<file path="src/rtl/pulse_compression_controller.sv">
// Burst sequencer for the pulse compression filter: per pulse it waits for the PRF
// trigger, clears and primes the filter, then forwards OUTPUT_LENGTH tagged samples.
module pulse_compression_controller #(
    parameter int OUTPUT_LENGTH = 14400,
    parameter int PIPE_LATENCY  = 13,
    parameter int NUM_PULSES    = 16,
    parameter int COUNT_WIDTH   = 14,
    parameter int PULSE_WIDTH   = 5
) (
    input  logic                   clock,
    input  logic                   reset_n,
    input  logic                   start,
    input  logic                   abort,
    input  logic                   trigger,
    input  logic                   clearError,
    input  logic [31:0]            MFOutput,
    output logic                   filterEnable,
    output logic                   filterClear,
    output logic [31:0]            outData,
    output logic                   outValid,
    output logic                   outLast,
    output logic [PULSE_WIDTH-1:0] pulseIndex,
    output logic                   busy,
    output logic                   done,
    output logic                   overrun
);

    localparam int LAT_W = (PIPE_LATENCY > 1) ? $clog2(PIPE_LATENCY) : 1;
    localparam logic [COUNT_WIDTH-1:0] LAST_SAMPLE = COUNT_WIDTH'(OUTPUT_LENGTH - 1);
    localparam logic [LAT_W-1:0]       LAST_LAT    = LAT_W'(PIPE_LATENCY - 1);
    localparam logic [PULSE_WIDTH-1:0] LAST_PULSE  = PULSE_WIDTH'(NUM_PULSES - 1);

    typedef enum logic [2:0] {IDLE, WAIT_TRIG, CLEAR, PRIME, STREAM, DONE} state_t;

    state_t                 state;
    logic [COUNT_WIDTH-1:0] sample_cnt;
    logic [LAT_W-1:0]       lat_cnt;
    logic [PULSE_WIDTH-1:0] pulse_cnt;

    assign busy = (state != IDLE);

    always_ff @(posedge clock or negedge reset_n) begin
        if (!reset_n) begin
            state        <= IDLE;
            sample_cnt   <= '0;
            lat_cnt      <= '0;
            pulse_cnt    <= '0;
            filterEnable <= 1'b0;
            filterClear  <= 1'b0;
            outData      <= '0;
            outValid     <= 1'b0;
            outLast      <= 1'b0;
            pulseIndex   <= '0;
            done         <= 1'b0;
            overrun      <= 1'b0;
        end else if (abort) begin
            // Overrun is deliberately left alone so a cancelled burst keeps its error history.
            state        <= IDLE;
            sample_cnt   <= '0;
            lat_cnt      <= '0;
            pulse_cnt    <= '0;
            filterEnable <= 1'b0;
            filterClear  <= 1'b0;
            outValid     <= 1'b0;
            outLast      <= 1'b0;
            done         <= 1'b0;
        end else begin
            filterClear <= 1'b0;
            outValid    <= 1'b0;
            outLast     <= 1'b0;
            done        <= 1'b0;

            // A fresh overrun wins over a same-cycle clear.
            if (clearError)
                overrun <= 1'b0;
            if (trigger && (state inside {CLEAR, PRIME, STREAM, DONE}))
                overrun <= 1'b1;

            case (state)
                IDLE: begin
                    if (start) begin
                        state     <= WAIT_TRIG;
                        pulse_cnt <= '0;
                    end
                end
                WAIT_TRIG: begin
                    if (trigger) begin
                        state       <= CLEAR;
                        filterClear <= 1'b1;
                    end
                end
                CLEAR: begin
                    state        <= PRIME;
                    filterEnable <= 1'b1;
                    lat_cnt      <= '0;
                end
                PRIME: begin
                    if (lat_cnt == LAST_LAT) begin
                        state      <= STREAM;
                        lat_cnt    <= '0;
                        sample_cnt <= '0;
                    end else begin
                        lat_cnt <= lat_cnt + 1'b1;
                    end
                end
                STREAM: begin
                    outData    <= MFOutput;
                    outValid   <= 1'b1;
                    pulseIndex <= pulse_cnt;
                    outLast    <= (sample_cnt == LAST_SAMPLE);
                    if (sample_cnt == LAST_SAMPLE) begin
                        filterEnable <= 1'b0;
                        sample_cnt   <= '0;
                        if (pulse_cnt == LAST_PULSE) begin
                            state <= DONE;
                            done  <= 1'b1;
                        end else begin
                            state     <= WAIT_TRIG;
                            pulse_cnt <= pulse_cnt + 1'b1;
                        end
                    end else begin
                        sample_cnt <= sample_cnt + 1'b1;
                    end
                end
                DONE: begin
                    state     <= IDLE;
                    pulse_cnt <= '0;
                end
                default: state <= IDLE;
            endcase
        end
    end

endmodule

</file>
<file path="config.mk">
export PLATFORM = sky130hd
export DESIGN_NAME = pulse_compression_controller
export DESIGN_NICKNAME = d
export VERILOG_FILES = /design/src/rtl/pulse_compression_controller.sv
export SDC_FILE = /design/constraint.sdc
export NUM_CORES = 1
export LEC_CHECK = 0
export BUFFER_PORTS_ARGS = -buffer_cell sky130_fd_sc_hd__buf_2
export CAP_MARGIN = 0
export CORE_ASPECT_RATIO = 0.9
export CORE_MARGIN = 5
export CORE_UTILIZATION = 40
export DETAILED_ROUTE_END_ITERATION = 16
export PLACE_DENSITY = 0.7
export SYNTH_ARGS = -nofsm -noshare
export SYNTH_HDL_FRONTEND = slang
export SYNTH_SLANG_ARGS = --single-unit
export TNS_END_PERCENT = 30
</file>
<file path="constraint.sdc">
create_clock -name clock -period 3.15 [get_ports clock]
set_input_delay 0 -clock clock [delete_from_list [all_inputs] [get_ports clock]]
set_output_delay 0 -clock clock [all_outputs]
set_load 0.005 [all_outputs]
</file>
; ---- Word level (Yosys, flattened, before mapping)
; Cells that the tools add are included.
[word_totals]
regBits = 69
latch_bits = 0
ram_bits = 0
rom_bits = 0
out_inout_bits = 44
memories = 0
[classes]
addsub = 3
mul = 0
n_div = 0
order_cmp = 0
eq_ne = 13
n_shift = 0
mux = 35
bitwise = 1
reduce_logical = 15
[op_table]
columns = op, count
row1 = $mux 14, 3
row2 = $pmux 14 s2, 1
row3 = $mux 5, 4
row4 = $mux 3, 6
row5 = $mux 1, 15
row6 = $pmux 3 s5, 1
row7 = $pmux 5 s3, 1
row8 = $add 14x1->14 const B, 1
row9 = $eq 14x14->1 const B, 1
row10 = $reduce_bool 3->1, 4
row11 = $ne 3x3->1 const B, 3
row12 = $mux 4, 2
row13 = $pmux 4 s2, 1
row14 = $reduce_and 2->1, 4
row15 = $reduce_and 4->1, 2
row16 = $reduce_bool 4->1, 2
row17 = $eq 3x2->1 const B, 2
row18 = $eq 3x3->1 const B, 2
row19 = $ne 3x2->1 const B, 2
row20 = $add 5x1->5 const B, 1
row21 = $eq 5x4->1 const B, 1
row22 = $add 4x1->4 const B, 1
row23 = $eq 4x4->1 const B, 1
row24 = $eq 3x1->1 const B, 1
row25 = 5 further kinds, 5

; ---- Logic depth before layout (Yosys ltp)
; Gate-level depths: netlist (run 1).
[depth]
ltp_word = 5
ltp_mapped = 7
depth_no_buf = 7

; ---- Worst setup path after synthesis (run 1)
; No wires, ideal clock.
[synth_path]
path_kind = reg-to-reg
startpoint = register sample_cnt[8]
endpoint = register pulse_cnt[2]
setup_time_ps = 137
t_arrival_ps = 1797
required_ps = 3013
setup_slack_ps = 1216
path_stages_with_launch = 6
synth_period_minus_slack_ps = 1934
cell_sequence = dfrtp_1 > or4b_4 > nor4_4 > o221ai_2 > o21ai_1 > o21ai_1
[synth_via]
elab_chain_len = 3
[synth_rtl]
columns = item, line_no
row1 = from (decl), 36  ; logic [COUNT_WIDTH-1:0] sample_cnt;
row2 = from (signal assigned), 122  ; sample_cnt <= sample_cnt + 1'b1;
row3 = $eq 14x14->1, 111  ; if (sample_cnt == LAST_SAMPLE) begin
row4 = $ne 3x2->1 (no source line), -
row5 = $reduce_and 4->1 (no source line), -
row6 = to (signal assigned), 119  ; pulse_cnt <= pulse_cnt + 1'b1;
row7 = to (decl), 38  ; logic [PULSE_WIDTH-1:0] pulse_cnt;
; No other way between the ends.
; A chain may end at the register's enable or synchronous reset.

; ---- Final worst setup path (run 1)
[layout_path]
startpoint = register state[1]
endpoint = register sample_cnt[9]
[layout_via]
elab_chain_len = 3
[layout_rtl]
columns = item, line_no
row1 = from (decl), 35  ; state_t state;
row2 = from (signal assigned), 44  ; state <= IDLE;
row3 = from (signal assigned), 58  ; state <= IDLE;
row4 = from (signal assigned), 82  ; state <= WAIT_TRIG;
row5 = $eq 3x3->1 or $eq 3x2->1 (tied branches), 79  ; case (state)
row6 = $pmux 14 s2 (tied with other cells), 79
row7 = $mux 14 or $reduce_and 2->1 (tied branches), -
; Several ways; a longest one is shown, not always the timed one.

==> results.md, run 1 <==
- Status: finished, final reports clean
- Ys Warns: 0
- Leak: around 2.2 nW
- Number of H-tree levels: 3
- Multi-input logic area: between 1000 and 1500 sq um
- Setup CP Type: reg -> reg
- Non-filler cells in the finished layout: roughly 560
- FMAX: about 420 MHz
- Synth async-reset ratio: 100%
- Post-route ant nets: 0
- Placed cell area: about 3600 sq um
- Row Count: 30
- Pwr Density: ~580 nW/um^2
- Port Buffers: 81
- Part of the cycle the worst path needs: 76.2%
- Die ar.: between 9000 and 10000 sq um
- Wirelength per Cell: ~14 um
- Reg clk slew, reported paths: 80 ps
- Pins Over Slew Limit: 0
- HP Class: in -> reg
- Overflow after GRT: 0
- Final worst clock skew: between 8 and 9 ps
- Final Setup Violations: 0
- GRT Total Usage: between 15 and 20%
- Flop and latch count out of synthesis: 69
- Final TNS setup: 0 ps
- Final Hold Vio Count: 0
- Critical-path top delay cell: dfrtp_1
- Initial antenna violation count: 0
- Area delta synth->final: 34.1%
- TritonCTS clock tree: done
- Post-synth EDFFs: 0
- Global-route wire length before repair: 12400 um
- Drt via density: between 4 and 5
- Design Area, Final: between 4000 and 5000 sq um
- Num ports: slightly above 80
- Crit path max fanout: 17
- DRT Pass-1 Iters: 5
- Register area: 1730 sq um
- Fill count: 650
- Clk buf depth: 2
- Headroom to the max-slew limit: a little under two fifths
- Maximum VDD drop: about 430 uV
- Nets: about 510
- Dpl hpwl: about 4900 um
- Clk sink count: 69
- Initial Util: 41.2%
- Library cells used by synthesis: between 40 and 50
- Setup Buffers After CTS: 0
- Antenna diode count: 0
- Gpl congestion: between 0.7 and 0.8
- Synthesized instance count: approximately 350
- Vias in the first global route: 2617
- Max cap viols: 0
- Core Area: approximately 7500 sq um
- Crit path time final: 2400 ps
- Routed Wire Length: about 7700 um
- RSZ-0062 raised after global routing: false
- Fin util: 55.3%
- Vias: ~2700
- Crit path required time: roughly 3400 ps
- Synthesized area per cell: around 9.0 sq um
- Actual transition at the worst max-transition pin: around 940 ps
- Synthesized area: 3110 sq um
- Critical Path End Type: flip-flop
- Crit path launch type: flip-flop
- DRT iter0 DRCs: between 150 and 200
- Placed Cells: 511
- Clk_lat worst skew: between 300 and 400 ps
- Syn nets: slightly below 400
- Die W: a little over 100 um
- Leading register cell type out of synthesis: dfrtp_1
- Critical path arrival: around 2700 ps
- Root Driver: clkbuf_8
- Drt drc: 0
- Worst path cell trace: nor3b_1 > nand2b_2 > nor2_2 > nand2_1 > o31ai_1
- Largest net degree at the start of global routing: 45
- Seq/Total Area, Yosys: 55.5%
- CP peak stage delay: about 530 ps
- Total chip power: 2.41 mW
- Total CTS buffers: 9
- Die H: between 90 and 100 um
- Ratio of cells with drive above 1 in the final layout: 23.6%
-- flip-flops by register name (all words and copies together), names as in the netlist --
| name | cells |
|---|---|
| outLast | 1 |
| filterClear | 1 |
| sample_cnt | 14 |
| overrun | 1 |
| done | 1 |
| pulse_cnt | 5 |
| state | 3 |
| lat_cnt | 4 |
| outValid | 1 |
| outData | 32 |
| pulseIndex | 5 |
| filterEnable | 1 |
-- kinds of logic (layout without fill, tap and decap cells) --
group | count (synthesis) | after routing | share of synthesized area, %
simple gates | 190 | 190 | 27.5
flops | 69 | 69 | 55.5
compound gates | 53 | 53 | 10.8
buf+inv | 28 | 148 | 3.62
fa+ha+maj | 5 | 5 | 2.01
xor+xnor | 1 | 1 | 0.282
mux | 1 | 1 | 0.322
-- cell type report --
class	instances	share of cell area [%]
multi-input combinational	250	30.6
clock buffer	10	3.30
inverter	11	0.990
sequential	69	41.4
clock inverter	6	1.50
tap	96	2.88
timing repair buffer	121	19.4
-- metrics by stage --
step | worst slack [ps] | hold slack (ps)
after global routing | 427 | 64.4
after floorplan | 1220 | -296
after global placement | 926 | 193
final | 750 | 43.0
after detailed placement | 821 | 193
after CTS | 717 | 27.7
-- per-layer routing --
metal	share of wire [%]	routed length [um]	track usage (%)	vias to the layer above
met3	5.4	413	5.49	14
met4	2.0	155	5.61	0
met5	0	0	0	-
met2	48	3710	25.8	65
met1	44	3380	21.2	1281
li1	-	-	-	1389
-- Yosys cell counts (2+ instances only) --
master,n,area [sq um]
a21oi_1,9,45.0
nor2b_1,5,31.3
or3_1,5,31.3
and3_1,4,25.0
nand2_1,131,492
dfrtp_1,69,1730
a211oi_1,2,15.0
nor3_1,5,25.0
nor3b_1,2,15.0
nand3b_1,2,15.0
nor2_1,11,41.3
ha_1,5,62.6
nand4_1,4,25.0
o21ai_1,7,35.0
a31oi_1,2,12.5
a311oi_1,2,17.5
nand2b_1,5,31.3
a22oi_1,2,15.0
o31ai_1,3,22.5
o21ai_0,17,85.1
inv_1,10,37.5
nand3_1,8,40.0
clkbuf_1,15,56.3
-- power by group --
part	internal [mW]	switching, mW
registers	1.06	0.105
logic	0.254	0.257
clock network	0.385	0.344
-- cell usage in the layout, fill, tap and decap left out, types with 3 or more instances in the layout --
cell type and n:
dlygate4sd3_1 36, and3_1 4, clkinv_2 3, nor2_1 11, nor2b_1 5, o21ai_1 7, or3_1 5, nand2_1 131
clkbuf_8 10, buf_4 3, dfrtp_1 69, nand3_1 8, nand2b_1 4, nor3_1 5, nand4_1 4, a21oi_1 9
inv_1 10, o21ai_0 17, ha_1 5, buf_2 81, o31ai_1 3
-- final timing paths --
check                                  startpoint                         to  slack, ps  cells after the start
setup / recovery             state[1]$_DFFE_PN0P_  sample_cnt[9]$_DFFE_PN0P_        750                      5
hold / removal                              start       state[0]$_DFFE_PN0P_         40                      4
setup reg to reg             state[1]$_DFFE_PN0P_  sample_cnt[9]$_DFFE_PN0P_        750                      5
hold reg to reg            outData[0]$_DFFE_PN0N_     outData[0]$_DFFE_PN0N_        470                      2
max in group asynchronous                 reset_n  sample_cnt[7]$_DFFE_PN0P_       2150                      3
min in group asynchronous                 reset_n    outData[15]$_DFFE_PN0N_        330                      2
-- worst max-delay path, delay by kind of cell (launching register included) --
kind / cells / cell delay (ps)
DFF: 1 / 530
and+or+nand+nor: 4 / 1550
AOI/OAI and AO/OA: 1 / 220
-- timing repair --
| action | in CTS | in global routing |
|---|---|---|
| hold buffers | 36 | 0 |
| gates resized for setup | 0 | 0 |
| hold endpoints to repair | 75 | 0 |
No activity file was read; power rests on OpenSTA's default activity.
==> run 2: changes to the inputs <==
PLACE_DENSITY = 0.73   (was 0.7)
clock period = 2 ns   (was 3.15 ns; I/O delays follow)
==> run 2 against run 1 <==
  * Flip-flop and latch count stayed put
  * Sequential power is 55% higher
  * Critical path depth is 1 higher
  * Combinational power is 70% higher
  * Register-to-register slack worse by 680 ps
  * Worst hold slack worse by 5.8 ps
  * Clock skew is 1.4 ps higher
  * Global-route usage is 0.75 points higher
  * Design area is 4.9% higher
  * Clock power is 71% higher
==> results.md, run 2 (synthesis gave the netlist of run 1 again) <==
- Status: finished, final reports clean
- Most common cell after layout, fill and taps aside: nand2_1
- Area delta synth->final: 40.7%
- CP peak stage delay: 540 ps
- Clock power share: 31.8%
- Worst path cell trace: or4bb_1 > nor4_4 > buf_6 > nand2b_2 > or3_1 > o21ai_0
- Final Setup Violations: 0
- Final Hold Vio Count: 0
- Switching power: around 1.1 mW
- DRT iter0 DRCs: between 100 and 150
- Met2 WL: 4010 um
- Crit path max fanout: 6
- Initial antenna violation count: 0
- Final worst clock skew: approximately 9.4 ps
- Crit path launch type: flip-flop
- Most frequent cells in the layout: nand2_1, buf_2, dfrtp_1, dlygate4sd3_1, buf_4
- Initial Util: between 40% and 50%
- Fill count: 630
- Clk buf depth: 2
- TritonCTS clock tree: done
- Setup CP Type: reg -> reg
- Max cap viols: 0
- DRT Pass-1 Iters: 4
- Total length of routed met3 wires: a little over 400 um
- Top reg by flops: outData
- Hold Worst Slack: about 37 ps
- RSZ-0062 raised after global routing: true
- FMAX: approximately 520 MHz
- Total CTS buffers: 9
- Die H: roughly 94 um
- WL met1: 3380 um
- Port Buffers: a little over 80
- Clk_lat worst skew: about 340 ps
- Largest net degree at the start of global routing: 45
- Reg power frac: a little under half
- Overflow after GRT: 0
- Leak: between 2 and 2.5 nW
- Row Count: 30
- Register area: about 1700 sq um
- Multi-input logic area: 1320 sq um
- Num ports: between 80 and 90
- Total chip power: between 3 and 4 mW
- Nets: about 520
- Actual transition at the worst max-transition pin: 490 ps
- Critical Path End Type: flip-flop
- Drt drc: 0
- Global-route wire length before repair: around 13000 um
- Die ar.: just under 10000 sq um
- Root Driver: clkbuf_8
- Largest register FFs: 32
- Headroom to the max-slew limit: between 60% and 70%
- GRT Total Usage: between 10% and 20%
- Max Used Layer: met4
- Switching Share: roughly 29%
- Wirelength per Cell: 13.6 um
- Gpl congestion: ~0.87
- HP Class: in -> reg
- Placed Cells: 529
- Vias: 2866
- Dpl hpwl: around 5300 um
- Critical path arrival: between 2000 and 2500 ps
- Non-filler cells in the finished layout: around 580
- Clk sink count: 69
- Vias in the first global route: 2798
- Reg clk slew, reported paths: roughly 80 ps
- Crit path required time: around 2200 ps
- Pwr Density: approximately 900 nW/um^2
- Ratio of cells with drive above 1 in the final layout: ~28%
- Drt via density: 4.92
- Post-route ant nets: 0
- Crit path time final: about 1900 ps
- Int Power: 2.80 mW
- Part of the cycle the worst path needs: between 90% and 100%
- Pins Over Slew Limit: 0
- Comb pwr share: around 22%
- Number of H-tree levels: 3
- Core Area: ~7500 sq um
- Maximum VDD drop: about 630 uV
- Die W: 103 um
- Routed Wire Length: just under 8000 um
- Critical-path top delay cell: or4bb_1
- Top flop regs: outData (32), sample_cnt (14)
==> run 2: changes by cell type in the layout (fill, tap and decap cells not counted), sizes merged <==
| cell | before | now |
|---|---|---|
| buf | 85 | 104 |
| bufinv | 1 | 2 |
| clkbuf | 10 | 9 |
| clkinv | 5 | 1 |
| clkinvlp | 0 | 2 |
| diode | 0 | 1 |
| dlygate4sd3 | 36 | 35 |
| inv | 11 | 13 |
==> run 2: critical path: cells and delay by family (launching register included) <==
family	cells	cell delay [ps]
AND/OR/NAND/NOR	4	1140
flip-flops	1	410
buffers and inverters	1	190
AO/OA/AOI/OAI	1	80
==> run 2: layout make-up <==
cell class | instances | area share [%]
Sequential cell | 69 | 39.5
Multi-Input combinational cell | 250 | 30.2
Timing Repair Buffer | 139 | 21.6
Clock buffer | 9 | 2.83
Tap cell | 96 | 2.74
Clock inverter | 7 | 2.23
Inverter | 11 | 0.943
Antenna cell | 1 | 0.0572
==> run 2: metal layers <==
layer | GRT usage, % | up-vias
met1 | 22.1 | 1358
met2 | 28.2 | 72
met5 | 0 | -
met3 | 4.83 | 14
li1 | - | 1422
met4 | 4.75 | 0
==> run 2: worst paths after layout <==
kind / start / to / slack (ps) / cells past startpoint
min in group asynchronous: reset_n / outData[8]$_DFFE_PN0N_ / 140 / 2
max in group asynchronous: reset_n / state[2]$_DFFE_PN0P_ / 1140 / 3
max reg2reg: sample_cnt[9]$_DFFE_PN0P_ / sample_cnt[3]$_DFFE_PN0P_ / 70 / 6
max: sample_cnt[9]$_DFFE_PN0P_ / sample_cnt[3]$_DFFE_PN0P_ / 70 / 6
min: abort / lat_cnt[1]$_DFFE_PN0P_ / 40 / 2
min reg2reg: outData[29]$_DFFE_PN0N_ / outData[29]$_DFFE_PN0N_ / 470 / 2
==> run 2: metrics by stage <==
stage,area [sq um],setup TNS (ps),util (%),setup slack [ps]
3_5_place_dp,3750,-9.67,49.7,-9.67
6_report,4380,0,58.0,65.5
2_1_floorplan,3110,0,-,65.9
4_1_cts,4330,-22.4,57.3,-22.4
3_3_place_gp,3750,0,49.7,69.4
5_1_grt,4370,-67.3,58.0,-41.9
==> run 2: timing repair <==
item                                    4_1_cts  5_1_grt
pin swaps                                     0        2
buffers inserted                              0        1
hold buffers                                 35        0
endpoints found under the hold margin        53        0
endpoints found under the setup margin        2       11
resized for setup                             2        7
==> run 2: power groups by stage <==
stage | Sequential, mW | Clock (mW) | Combinational [mW]
floorplan | 1.87 | 0 | 0.310
global placement | 1.82 | 0 | 0.771
detailed placement | 1.83 | 0 | 0.796
CTS | 1.81 | 1.27 | 0.858
global route | 1.85 | 1.33 | 0.986
finish | 1.81 | 1.25 | 0.870
==> run 3: changes to the inputs <==
ABC_AREA = 1   (was default)
PLACE_DENSITY = 0.72   (was 0.73)
==> run 3 against run 2 <==
  * Synthesized cell count up 19%
  * Via count up 8.3%
  * Worst hold slack worse by 0.58 ps
  * Global-route usage down 0.71 points
  * Sequential power up 9%
  * Design area down 0.34%
  * Total power up 9.5%
  * Count of clock-buffer cells in the layout unchanged
==> results.md, run 3 <==
- Final Hold Vio Count: 0
- Count leader, synth: nand2_1
- Part of the cycle the worst path needs: a little under 90%
- Critical path arrival: ~2000 ps
- Syn nets: 455
- Post-route ant nets: 0
- DRT Pass-1 Iters: 4
- Post-synth EDFFs: 0
- Clk sink count: 69
- Number of H-tree levels: 3
- Die ar.: approximately 10000 sq um
- Root Driver: clkbuf_8
- Post-synth top cells: nand2_1, dfrtp_1, nor2_1
- Clk buf depth: 2
- Vias in the first global route: 2921
- Overflow after GRT: 0
- Total chip power: ~4.3 mW
- Crit path launch type: flip-flop
- Ratio of cells with drive above 1 in the final layout: a little under a quarter
- Total CTS buffers: 9
- Switching power: ~1.4 mW
- Initial antenna violation count: 0
- Final worst clock skew: 7.90 ps
- Row Count: 31
- Nets: roughly 570
- Comb pwr share: 28.4%
- Status: finished, final reports clean
- HP Class: in -> reg
- Pwr Density: 987 nW/um^2
- Most frequent cells in the layout: nand2_1, buf_2, dfrtp_1, dlygate4sd3_1, nor2_1
- Num ports: 82
- Leading area contributor after synthesis: dfrtp_1
- Reg clk slew, reported paths: roughly 70 ps
- Largest register FFs: 32
- Library cells used by synthesis: 30
- Crit path max fanout: 13
- Port Buffers: ~80
- GRT Total Usage: between 10% and 20%
- Max cap viols: 0
- Headroom to the max-slew limit: between 50% and 60%
- Reg power frac: 46.1%
- Gpl congestion: between 0.9 and 1
- Drt via density: 4.88
- FMAX: around 570 MHz
- Synthesized area: approximately 3300 sq um
- Synthesized instance count: 412
- RSZ-0062 raised after global routing: false
- Dpl hpwl: roughly 5600 um
- Clock power share: around a quarter
- Vias: approximately 3100
- Critical Path End Type: flip-flop
- Clk_lat worst skew: roughly 340 ps
- Synth area leaders: dfrtp_1, nand2_1, nor2_1
- Most common cell after layout, fill and taps aside: nand2_1
- Drt drc: 0
- Flop and latch count out of synthesis: 69
- Setup Buffers After CTS: 0
- Wirelength per Cell: 13.2 um
- Seq/Total Area, Yosys: between 50% and 60%
- Crit path time final: 1770 ps
- Top reg by flops: outData
- Ys Warns: 0
- Crit path required time: around 2200 ps
- Global-route wire length before repair: 13600 um
- Switching Share: between 30% and 40%
- Leading register cell type out of synthesis: dfrtp_1
- Actual transition at the worst max-transition pin: between 600 and 700 ps
- Largest net degree at the start of global routing: 43
- Setup CP Type: reg -> reg
- Die W: around 110 um
- Final TNS setup: 0 ps
- DRT iter0 DRCs: ~190
- Core Area: just over 8000 sq um
- Final Setup Violations: 0
- Leak: about 2.3 nW
- Synth async-reset ratio: 100%
- Routed Wire Length: 8370 um
- Synthesized area per cell: 8.05 sq um
- Post-synth top area share: between 50% and 60%
- Initial Util: between 40% and 50%
- Int Power: about 2.9 mW
- Pins Over Slew Limit: 0
- Area delta synth->final: 31.5%
- TritonCTS clock tree: done
- Die H: a little under 100 um
- Top flop regs: outData (32), sample_cnt (14)
- Maximum VDD drop: around 500 uV
==> run 3: final timing paths <==
kind	from	end	slack (ps)	depth (start not counted)
worst max register to register	sample_cnt[0]$_DFFE_PN0P_	pulse_cnt[3]$_DFFE_PN0P_	230	8
worst max-delay path	sample_cnt[0]$_DFFE_PN0P_	pulse_cnt[3]$_DFFE_PN0P_	230	8
min in group asynchronous	reset_n	outData[1]$_DFFE_PN0N_	210	2
worst min-delay path	abort	sample_cnt[2]$_DFFE_PN0P_	40	2
max in group asynchronous	reset_n	outData[29]$_DFFE_PN0N_	1140	3
worst min register to register	pulseIndex[2]$_DFFE_PN0N_	pulseIndex[2]$_DFFE_PN0N_	470	2
==> run 3: final cells by class <==
class | count | area (sq um)
Multi-Input combinational cell | 295 | 1380
Antenna cell | 1 | 2.50
Fill cell | 714 | 3710
Clock inverter | 7 | 66.3
Inverter | 35 | 134
Timing Repair Buffer | 121 | 808
Sequential cell | 69 | 1730
Tap cell | 99 | 124
Clock buffer | 9 | 124
==> run 3: repair_timing <==
action | 4_1_cts | 5_1_grt
hold buffers | 36 | 0
gates resized for setup | 0 | 2
setup endpoints to repair | 0 | 11
hold endpoints to repair | 61 | 0
==> run 3: power by group through the flow <==
stage | Combinational (mW) | Sequential, mW | Clock, mW
6_report | 1.22 | 1.98 | 1.10
5_1_grt | 1.37 | 2.03 | 1.18
4_1_cts | 1.22 | 1.97 | 1.13
3_5_place_dp | 1.16 | 2.00 | 0
3_3_place_gp | 1.13 | 1.99 | 0
2_1_floorplan | 0.567 | 2.02 | 0
==> run 3: stage by stage <==
step | util [%] | hold WS (ps) | worst slack, ps | instance area [sq um] | instances
after floorplan | - | -296 | 492 | 3320 | 412
after global placement | 47.1 | 61.9 | 183 | 3800 | 583
after detailed placement | 47.1 | 68.4 | 109 | 3800 | 583
after CTS | 54.0 | 24.8 | 101 | 4350 | 635
after global routing | 54.0 | 62.5 | 14.7 | 4360 | 635
final | 54.1 | 36.6 | 231 | 4360 | 636
==> run 3: metal layers <==
metal	up-vias	GRT usage, %	part of all wire (%)
met5	-	0	0
met4	0	7.34	2.9
met3	25	3.52	3.9
met2	86	27.2	50
met1	1465	21.1	44
li1	1529	-	-
==> run 3: cells by family (layout without fill, tap and decap cells) <==
logic type,count (synthesis),in the layout,synth area share (%)
compound gates,19,19,3.13
xor+xnor,5,5,1.32
fa+ha+maj,5,5,1.89
buf+inv,48,172,6.60
flops,69,69,52.1
mux,1,1,0.302
other cells,0,1,0
simple gates,265,265,34.7
==> run 3: worst max-delay path, cell delays in order, from the launching register on <==
cell     delay (ps)
dfrtp_1         440
ha_2            260
nand3_1         130
nor2_1          140
nand2_1          90
nand2_2         220
nand3_1         220
nand2_1         110
nand2_1          50
